$ cat config.mk
export PLATFORM = sky130hd
export DESIGN_NAME = vga_timing_gen
export DESIGN_NICKNAME = d
export VERILOG_FILES = /design/src/rtl/vga_timing_gen.sv
export SDC_FILE = /design/constraint.sdc
export NUM_CORES = 1
export LEC_CHECK = 0
export ABC_AREA = 1
export CORE_ASPECT_RATIO = 0.75
export CORE_MARGIN = 8
export CORE_UTILIZATION = 53
export DETAILED_ROUTE_END_ITERATION = 12
export PLACE_DENSITY_LB_ADDON = 0.3
export SYNTH_ARGS = -nofsm -noshare
export SYNTH_HDL_FRONTEND = slang
export SYNTH_SLANG_ARGS = --single-unit
$ cat constraint.sdc
create_clock -name VGA_CLK_IN -period 2.1 [get_ports VGA_CLK_IN]
set_clock_uncertainty 0.15 [all_clocks]
set_input_delay 0.63 -clock VGA_CLK_IN [delete_from_list [all_inputs] [get_ports VGA_CLK_IN]]
set_output_delay 0.63 -clock VGA_CLK_IN [all_outputs]
set_load 0.02 [all_outputs]
$ cat src/rtl/vga_timing_gen.sv
// vga_timing_gen: parametrised VGA raster generator with windowed pixel fetch.
// Ports: VGA_CLK_IN/rst, mode, memPx in; px_addr, syncs, blank, frame_start, RGB, VGA_CLK_OUT out.
// Optional macro VGA_TESTPAT_EN: mode 3 draws 8 vertical colour bars.
module vga_timing_gen #(
  parameter int          H_ACTIVE = 640,
  parameter int          H_FP     = 16,
  parameter int          H_SYNC   = 96,
  parameter int          H_BP     = 48,
  parameter int          V_ACTIVE = 480,
  parameter int          V_FP     = 10,
  parameter int          V_SYNC   = 2,
  parameter int          V_BP     = 33,
  parameter bit          HS_POL   = 1'b0,
  parameter bit          VS_POL   = 1'b0,
  parameter int          WIN_X0   = 100,
  parameter int          WIN_Y0   = 100,
  parameter int          WIN_W    = 300,
  parameter int          WIN_H    = 300,
  parameter logic [31:0] PX_BASE  = 32'd24,
  parameter logic [23:0] BG_COLOR = 24'h10A6ED
) (
  input  logic        VGA_CLK_IN,
  input  logic        rst,
  input  logic [1:0]  mode,
  input  logic [7:0]  memPx,
  output logic [31:0] px_addr,
  output logic        o_hsync,
  output logic        o_vsync,
  output logic        o_blank,
  output logic        o_frame_start,
  output logic [7:0]  o_red,
  output logic [7:0]  o_green,
  output logic [7:0]  o_blue,
  output logic        VGA_CLK_OUT
);

  localparam int H_TOTAL = H_ACTIVE + H_FP + H_SYNC + H_BP;
  localparam int V_TOTAL = V_ACTIVE + V_FP + V_SYNC + V_BP;
  localparam int HW = $clog2(H_TOTAL);
  localparam int VW = $clog2(V_TOTAL);

  localparam logic [HW-1:0] H_LAST = HW'(H_TOTAL - 1);
  localparam logic [HW-1:0] H_ACT  = HW'(H_ACTIVE);
  localparam logic [HW-1:0] HS_BEG = HW'(H_ACTIVE + H_FP);
  localparam logic [HW-1:0] HS_END = HW'(H_ACTIVE + H_FP + H_SYNC);
  localparam logic [HW-1:0] WX0    = HW'(WIN_X0);
  localparam logic [HW-1:0] WX1    = HW'(WIN_X0 + WIN_W);
  localparam logic [VW-1:0] V_LAST = VW'(V_TOTAL - 1);
  localparam logic [VW-1:0] V_ACT  = VW'(V_ACTIVE);
  localparam logic [VW-1:0] VS_BEG = VW'(V_ACTIVE + V_FP);
  localparam logic [VW-1:0] VS_END = VW'(V_ACTIVE + V_FP + V_SYNC);
  localparam logic [VW-1:0] WY0    = VW'(WIN_Y0);
  localparam logic [VW-1:0] WY1    = VW'(WIN_Y0 + WIN_H);

  logic [HW-1:0] h_cnt;
  logic [VW-1:0] v_cnt;
  logic          act0, win0, hs0, vs0, fs0, frame_end;
  logic          act1, win1, hs1, vs1, fs1;
  logic [1:0]    mode_q;
  logic [23:0]   rgb;

  assign VGA_CLK_OUT = VGA_CLK_IN;

  // Stage 0 decode
  assign act0 = (h_cnt < H_ACT) && (v_cnt < V_ACT);
  assign win0 = act0 &&
                (h_cnt >= WX0) && (h_cnt < WX1) &&
                (v_cnt >= WY0) && (v_cnt < WY1);
  assign hs0 = (h_cnt >= HS_BEG) && (h_cnt < HS_END);
  assign vs0 = (v_cnt >= VS_BEG) && (v_cnt < VS_END);
  assign fs0 = (h_cnt == '0) && (v_cnt == '0);
  assign frame_end = (h_cnt == H_LAST) && (v_cnt == V_LAST);

  always_ff @(posedge VGA_CLK_IN) begin
    if (rst) begin
      h_cnt <= '0;
      v_cnt <= '0;
    end else if (h_cnt == H_LAST) begin
      h_cnt <= '0;
      v_cnt <= (v_cnt == V_LAST) ? '0 : v_cnt + 1'b1;
    end else begin
      h_cnt <= h_cnt + 1'b1;
    end
  end

  // Address for the pixel at the current counter position; the
  // frame-end reload keeps the fetch locked to the raster.
  always_ff @(posedge VGA_CLK_IN) begin
    if (rst || frame_end) px_addr <= PX_BASE;
    else if (win0)        px_addr <= px_addr + 32'd1;
  end

  // Mode only changes across a frame boundary.
  always_ff @(posedge VGA_CLK_IN) begin
    if (rst)            mode_q <= 2'd0;
    else if (frame_end) mode_q <= mode;
  end

  // Stage 1: flags aligned with memPx
  always_ff @(posedge VGA_CLK_IN) begin
    if (rst) begin
      act1 <= 1'b0;
      win1 <= 1'b0;
      hs1  <= 1'b0;
      vs1  <= 1'b0;
      fs1  <= 1'b0;
    end else begin
      act1 <= act0;
      win1 <= win0;
      hs1  <= hs0;
      vs1  <= vs0;
      fs1  <= fs0;
    end
  end

`ifdef VGA_TESTPAT_EN
  localparam int HB = HW + 3;
  logic [HB-1:0] h8;
  logic [2:0]    bar0, bar1;
  logic [23:0]   bar_rgb;

  assign h8   = {h_cnt, 3'b000};
  assign bar0 = 3'(h8 / HB'(H_ACTIVE));
  // Bar order white..black maps each channel to an inverted index bit.
  assign bar_rgb = {{8{~bar1[1]}}, {8{~bar1[2]}}, {8{~bar1[0]}}};

  always_ff @(posedge VGA_CLK_IN) begin
    if (rst) bar1 <= 3'd0;
    else     bar1 <= bar0;
  end
`endif

  // Stage 2 colour select
  always_comb begin
    rgb = 24'h000000;
    if (act1) begin
      rgb = BG_COLOR;
      if (win1 && mode_q == 2'd0)
        rgb = {memPx, memPx, memPx};
      if (win1 && mode_q == 2'd1)
        rgb = {memPx[7:5], memPx[7:5], memPx[7:6],
               memPx[4:2], memPx[4:2], memPx[4:3],
               {4{memPx[1:0]}}};
`ifdef VGA_TESTPAT_EN
      if (mode_q == 2'd3)
        rgb = bar_rgb;
`endif
    end
  end

  always_ff @(posedge VGA_CLK_IN) begin
    if (rst) begin
      o_hsync       <= ~HS_POL;
      o_vsync       <= ~VS_POL;
      o_blank       <= 1'b1;
      o_frame_start <= 1'b0;
      o_red         <= 8'h00;
      o_green       <= 8'h00;
      o_blue        <= 8'h00;
    end else begin
      o_hsync       <= hs1 ? HS_POL : ~HS_POL;
      o_vsync       <= vs1 ? VS_POL : ~VS_POL;
      o_blank       <= ~act1;
      o_frame_start <= fs1 & act1;
      o_red         <= rgb[23:16];
      o_green       <= rgb[15:8];
      o_blue        <= rgb[7:0];
    end
  end

endmodule

* After elaboration in Yosys (flattened, before gate mapping)
Index checks and enable logic that the tools add are counted.
** Cells by class
- Add/subtract/negate cells :: 3
- Order comparisons :: 10
- Equality and inequality tests :: 3
- Mux-type cells :: 5
- Bitwise operators :: 2
- Reduce and logical (&&, ||, !) cells :: 17
** Operator list (count)
- 2-to-1 mux 24 bit :: 2
- < comparator 10 x 9 -> 1 bit (second input constant) :: 4
- adder 32 x 1 -> 32 bit (second input constant) :: 1
- adder 10 x 1 -> 10 bit (second input constant) :: 2
- equality test 10 bit (second input constant) :: 2
- greater-or-equal comparator 10 x 7 -> 1 bit (second input constant) :: 2
- logical NOT 10 bit :: 2
- < comparator 10 bit (second input constant) :: 2
- logical AND 1 bit :: 11
- greater-or-equal comparator 10 bit (second input constant) :: 1
- greater-or-equal comparator 10 x 9 -> 1 bit (second input constant) :: 1
- 2-to-1 mux 10 bit :: 1
- OR reduction 2 bit :: 2
- equality test 2 x 1 -> 1 bit (second input constant) :: 1
- logical NOT 2 bit :: 1
- 2-to-1 mux 1 bit :: 2
- AND 1 bit :: 1
- logical OR 1 bit :: 1
- NOT 1 bit :: 1
** Word-level totals
- Register bits after elaboration :: 87
- Bits of input ports :: 12
- Output and inout bits :: 61
- Logic and storage cells :: 56

* Depth between registers and ports, before layout
Gate-level depths: netlist of the first run.
- Word-level depth :: 6
- Gate-level depth with buffers :: 10
- Gate-level depth less buffers :: 10

==> results.md, run 1 <==
- N_diodes: 0
- Crit-path max cell delay: 0.12 ns
- Simple-Gate Fraction of Synth Area: 0.386
- Die boundary height: 94.7 µm
- CP endpoint kind: output port
- Layout net count: 734
- Crit-path cells: clkbuf_8 > buf_8
- Routed vias/inst: 5.26
- Worst relative slew slack: 0.522
- WL final: 11400 µm
- Worst R2R Path Depth: 8
- Post-synth EDFFs: 0
- Complex-gate fraction of the synthesized area: 0.0972
- Seq/Total Area, Yosys: 0.398
- Max VDD drop: 0.609 mV
- Buf/Inv on CP: 2
- Vias in the first global route: 3933
- Most frequent cells in the layout: 189 x nand2_1, 93 x nor2_1, 86 x dfxtp_1, 56 x inv_1, 51 x dlygate4sd2_1
- Synth warn: 0
- Synth Cell Area: 4380 µm²
- Endpoints failing setup: 0
- Clock latency at the later pin of the worst-skew pair: 0.47 ns
- Remaining Overflow, GRT: 0
- Slew @ Worst Pin: 0.711 ns
- Crit path max-delay family: buffers and inverters
- Drt first pass iters: 5
- Crit path DAT: 1.28 ns
- Worst hold slack: 0.229 ns
- Largest net degree at the start of global routing: 44
- Die X: 121 µm
- Fin. max-slew vios: 0
- WHS Path Cells: 1
- Yosys reg bits: 87
- Commonest non-fill, non-tap cell in the layout: nand2_1
- TNS Setup: 0 ns
- Area share of the largest cell type after synthesis: 0.398
- Status: finished clean
- Layout cells sized above 1: 0.120
- Leakage: 2.25 nW
- WS Path Type: clk2out
- Worst path slowest cell: buf_8
- Ranking of synthesized cells by area: dfxtp_1 40%, nand2_1 16%, nor2_1 8.1%, inv_1 4.8%, a21oi_1 4.3%
- Post-synthesis area per instance: 6.97 µm²
- Fmax: 0.486 GHz
- Hold Buf Count CTS: 0
- GRT Util Overall: 0.204
- Clock Pin Slew Worst Setup and Hold Paths: 0.09 ns
- Residual DRC: 0
- Area Overhead vs Synth: 23.4%
- Final ANT Viol Nets: 0
- Mapped Nets: 645
- PwrDens: 583 nW/µm²
- Async SR Flop Fraction: 0
- Share of the clock period used by the worst path: 0.981
- Filler cells: 673
- RSZ-0062 raised after global routing: false
- Ports: 73
- Syn Inst Count: 628
- Standard-cell rows: 28
- CP Depth: 2
- Xor/xnor share of the synthesized area: 0.0200
- Initial antenna violation count: 0
- Worst hold-check path type: reg2reg
- Final GP Congestion: 0.951
- Starting density of the core: 0.550
- Area share of fa/ha/maj cells after synthesis: 0.0143
- CTS tree: done
- DR iter-0 viols: 414
- Max Cap Viol: 0
- HPWL Detailed: 8580 µm
- Minimum clock period: 2.06 ns
- Endpoints failing hold: 0
- Largest family of logic cells by synthesized area: simple AND/OR/NAND/NOR gates
- First-pass GRT wire length: 18800 µm
- Core area: 7950 µm²
- CP required: 1.32 ns
- Port bufs: 72
- Unique masters post-synth: 39
- Die footprint: 11400 µm²
- Mux contribution to synthesized area: 0.00257
- Wire per inst: 13.8 µm
- Type of origin of the critical path: clock port
- Vias after detailed routing: 4354
- Fin util: 0.679
- Top FF cell, synth: dfxtp_1
- Crit Path Max Fanout: 2
- Yosys top cell by area: dfxtp_1
[cell usage after synthesis, types with 6 or more instances]
library cell,count
a21oi_1,38
a21oi_2,14
buf_6,7
dfxtp_1,87
inv_1,56
nand2_1,189
nand2_2,6
nand3_1,38
nand4_1,12
nor2_1,95
nor2_2,10
nor3_1,11
o21ai_0,11
xor2_1,8
[area by class of cell]
class,count,area (µm²),area share
inverter,62,238,0.0440
multi-input combinational,465,2280,0.423
clock buffer,12,166,0.0308
clock inverter,7,68.8,0.0127
timing repair buffer,89,769,0.143
sequential,87,1740,0.323
tap,105,131,0.0243
[sequential cells by signal, indices dropped and copies added (netlist names), 2 cells and up]
signal,flops
h_cnt,10
mode_q,2
o_blue,8
o_green,8
o_red,8
px_addr,32
v_cnt,10
[kinds of logic after synthesis]
kind of cell,count (synthesis)
fa+ha+maj,5
xor+xnor,10
buf+inv,76
mux,1
flops,87
compound gates,71
simple gates,378
[where the power goes]
group	internal, mW	switching [mW]
logic	0.0546	0.0797
clock network	0.599	0.738
registers	1.67	0.00792
[what timing repair did]
action / in CTS / in global routing
gates resized for setup: 64 / 17
setup endpoints to repair: 61 / 14
buffers inserted: 0 / 0
[final timing paths]
path                                    end  slack [ns]       start
worst min register to register      o_vsync        0.23         vs1
worst max register to register  px_addr[16]        0.20  px_addr[0]
worst max-delay path            VGA_CLK_OUT        0.04  VGA_CLK_IN
worst min-delay path                o_vsync        0.23         vs1
[per-stage QoR]
| step | instance area, µm² | worst slack (ns) | cells | power [mW] |
|---|---|---|---|---|
| 6_report | 5400 | 0.0393 | 827 | 3.15 |
| 5_1_grt | 5400 | 0.00127 | 827 | 3.27 |
| 4_1_cts | 5420 | -0.104 | 828 | 3.21 |
| 3_5_place_dp | 5260 | -0.238 | 809 | 1.92 |
| 3_3_place_gp | 5260 | -0.238 | 809 | 1.92 |
| 2_1_floorplan | 4380 | 0.136 | 628 | 1.85 |
[metal layers]
| layer | wire [µm] | share of wire | track usage |
|---|---|---|---|
| met1 | 5270 | 0.46 | 0.273 |
| met2 | 4680 | 0.41 | 0.292 |
| met3 | 1320 | 0.12 | 0.0841 |
| met4 | 146 | 0.013 | 0.0642 |
| met5 | 0 | 0 | 0 |
Power figures use the tool's default switching activity.
==> inputs of run 2 (changes only) <==
--- a/config.mk
+++ b/config.mk
@@ -11,6 +11,7 @@
 export CORE_UTILIZATION = 53
 export DETAILED_ROUTE_END_ITERATION = 12
 export PLACE_DENSITY_LB_ADDON = 0.3
+export REMOVE_ABC_BUFFERS = 1
 export SYNTH_ARGS = -nofsm -noshare
 export SYNTH_HDL_FRONTEND = slang
 export SYNTH_SLANG_ARGS = --single-unit
==> results.md, run 2 (synthesis gave the netlist of run 1 again) <==
- Status: finished clean
- Drt first pass iters: 5
- Final GP Congestion: 0.914
- CP required: 1.32 ns
- Commonest non-fill, non-tap cell in the layout: nand2_1
- FF+latch area: 1740 µm²
- Reg2reg end: px_addr[21]
- Area Overhead vs Synth: 24.6%
- Vias after detailed routing: 4384
- Core area: 7950 µm²
- Max Cap Viol: 0
- Starting density of the core: 0.550
- Slew @ Worst Pin: 0.654 ns
- Most frequent cells in the layout: 189 x nand2_1, 93 x nor2_1, 87 x dfxtp_1, 56 x inv_1, 52 x dlygate4sd2_1
- Layout cells sized above 1: 0.122
- Worst hold endpoint: o_hsync
- PwrDens: 583 nW/µm²
- Hold Buf Count CTS: 0
- Worst path slowest cell: buf_8
- CP endpoint kind: output port
- Share of the clock period used by the worst path: 0.981
- Die X: 121 µm
- Biggest register: px_addr
- Minimum clock period: 2.06 ns
- Endpoints failing setup: 0
- Endpoints failing hold: 0
- Post-CTS Setup Bufs: 0
- Buf/Inv on CP: 2
- Flop2flop setup slack: 0.12 ns
- Filler cells: 698
- Crit path max-delay family: buffers and inverters
- Type of origin of the critical path: clock port
- Crit-path cells: clkbuf_8 > buf_8
- Worst relative slew slack: 0.561
- Worst Setup Slack, final: 0.0406 ns
- Max VDD drop: 0.466 mV
- WS Path Type: clk2out
- Routed vias/inst: 5.27
- Crit path DAT: 1.28 ns
- N_diodes: 0
- Crit-path max cell delay: 0.12 ns
- HPWL Detailed: 8600 µm
- DR iter-0 viols: 441
- Initial antenna violation count: 0
- Die boundary height: 94.7 µm
- WL final: 11500 µm
- Final ANT Viol Nets: 0
- Largest net degree at the start of global routing: 44
- CTS tree: done
- Ports: 73
- Hold Crit Start: hs1
- Port bufs: 72
- GRT Util Overall: 0.203
- Leakage: 2.29 nW
- Layout net count: 739
- Resized cells post-CTS: 63
- Worst R2R Path Depth: 10
- Die footprint: 11400 µm²
- First-pass GRT wire length: 19000 µm
- Fin. max-slew vios: 0
- Standard-cell rows: 28
- Area of the multi-input gates: 2280 µm²
- WHS Path Cells: 1
- Regs by FF count: px_addr x32, h_cnt x10, v_cnt x10
- Clock Pin Slew Worst Setup and Hold Paths: 0.10 ns
- Fmax: 0.488 GHz
- Remaining Overflow, GRT: 0
- Crit Path Max Fanout: 2
- RSZ-0062 raised after global routing: false
- Origin of the critical flop-to-flop path: v_cnt[5]
- Pre-CTS setup slack: -0.238 ns
- Residual DRC: 0
- Worst hold slack: 0.248 ns
- Clock latency at the later pin of the worst-skew pair: 0.47 ns
- Vias in the first global route: 4089
- Worst hold-check path type: reg2reg
- Wire per inst: 13.8 µm
- Max reg flops: 32
run 2: report_power, final:
group	total (mW)	internal [mW]	leakage, nW	switching, mW
sequential	1.68	1.67	0.705	0.00850
clock	1.37	0.602	0.121	0.765
combinational	0.134	0.0548	1.46	0.0796
total	3.18	2.33	2.29	0.853
run 2: metal layers:
metal	vias to the layer above	global-route usage	part of all wire
met4	0	0.0674	0.012
met1	1985	0.276	0.46
met5	-	0	0
li1	2185	-	-
met3	18	0.0555	0.10
met2	196	0.306	0.43
run 2: cell type report:
class	instances	share of cell area
flip-flops and latches	87	0.319
clock inverters	7	0.0147
multi-input cells	465	0.418
well taps	105	0.0241
clock buffers	12	0.0305
repair buffers	94	0.150
inverters	62	0.0436
run 2: how the worst max path moves through the flow:
| stage | slack (ns) | depth (start not counted) | endpoint | from |
|---|---|---|---|---|
| 6_report | 0.04 | 2 | VGA_CLK_OUT | VGA_CLK_IN |
| 5_1_grt | 0.004 | 1 | px_addr[21] | px_addr[21] |
| 4_1_cts | -0.1 | 3 | VGA_CLK_OUT | VGA_CLK_IN |
| 3_5_place_dp | -0.24 | 1 | VGA_CLK_OUT | VGA_CLK_IN |
| 3_3_place_gp | -0.24 | 1 | VGA_CLK_OUT | VGA_CLK_IN |
| 2_1_floorplan | 0.27 | 0 | VGA_CLK_OUT | VGA_CLK_IN |
run 2: metrics by stage:
step	util	instance area [µm²]	total power, mW	TNS (ns)	instances
detailed placement	0.666	5290	1.92	-0.238	814
CTS	0.687	5470	3.23	-0.0972	833
global placement	0.666	5290	1.92	-0.238	814
floorplan	-	4260	1.78	0	614
global route	0.686	5450	3.31	0	832
finish	0.686	5450	3.18	0	832
==> inputs of run 3 (changes only) <==
--- a/config.mk
+++ b/config.mk
@@ -6,6 +6,7 @@
 export NUM_CORES = 1
 export LEC_CHECK = 0
 export ABC_AREA = 1
+export CAP_MARGIN = 20
 export CORE_ASPECT_RATIO = 0.75
 export CORE_MARGIN = 8
 export CORE_UTILIZATION = 53
==> results of run 3 <==
Same layout as run 2: the final DEF is identical, and so are final timing and power.
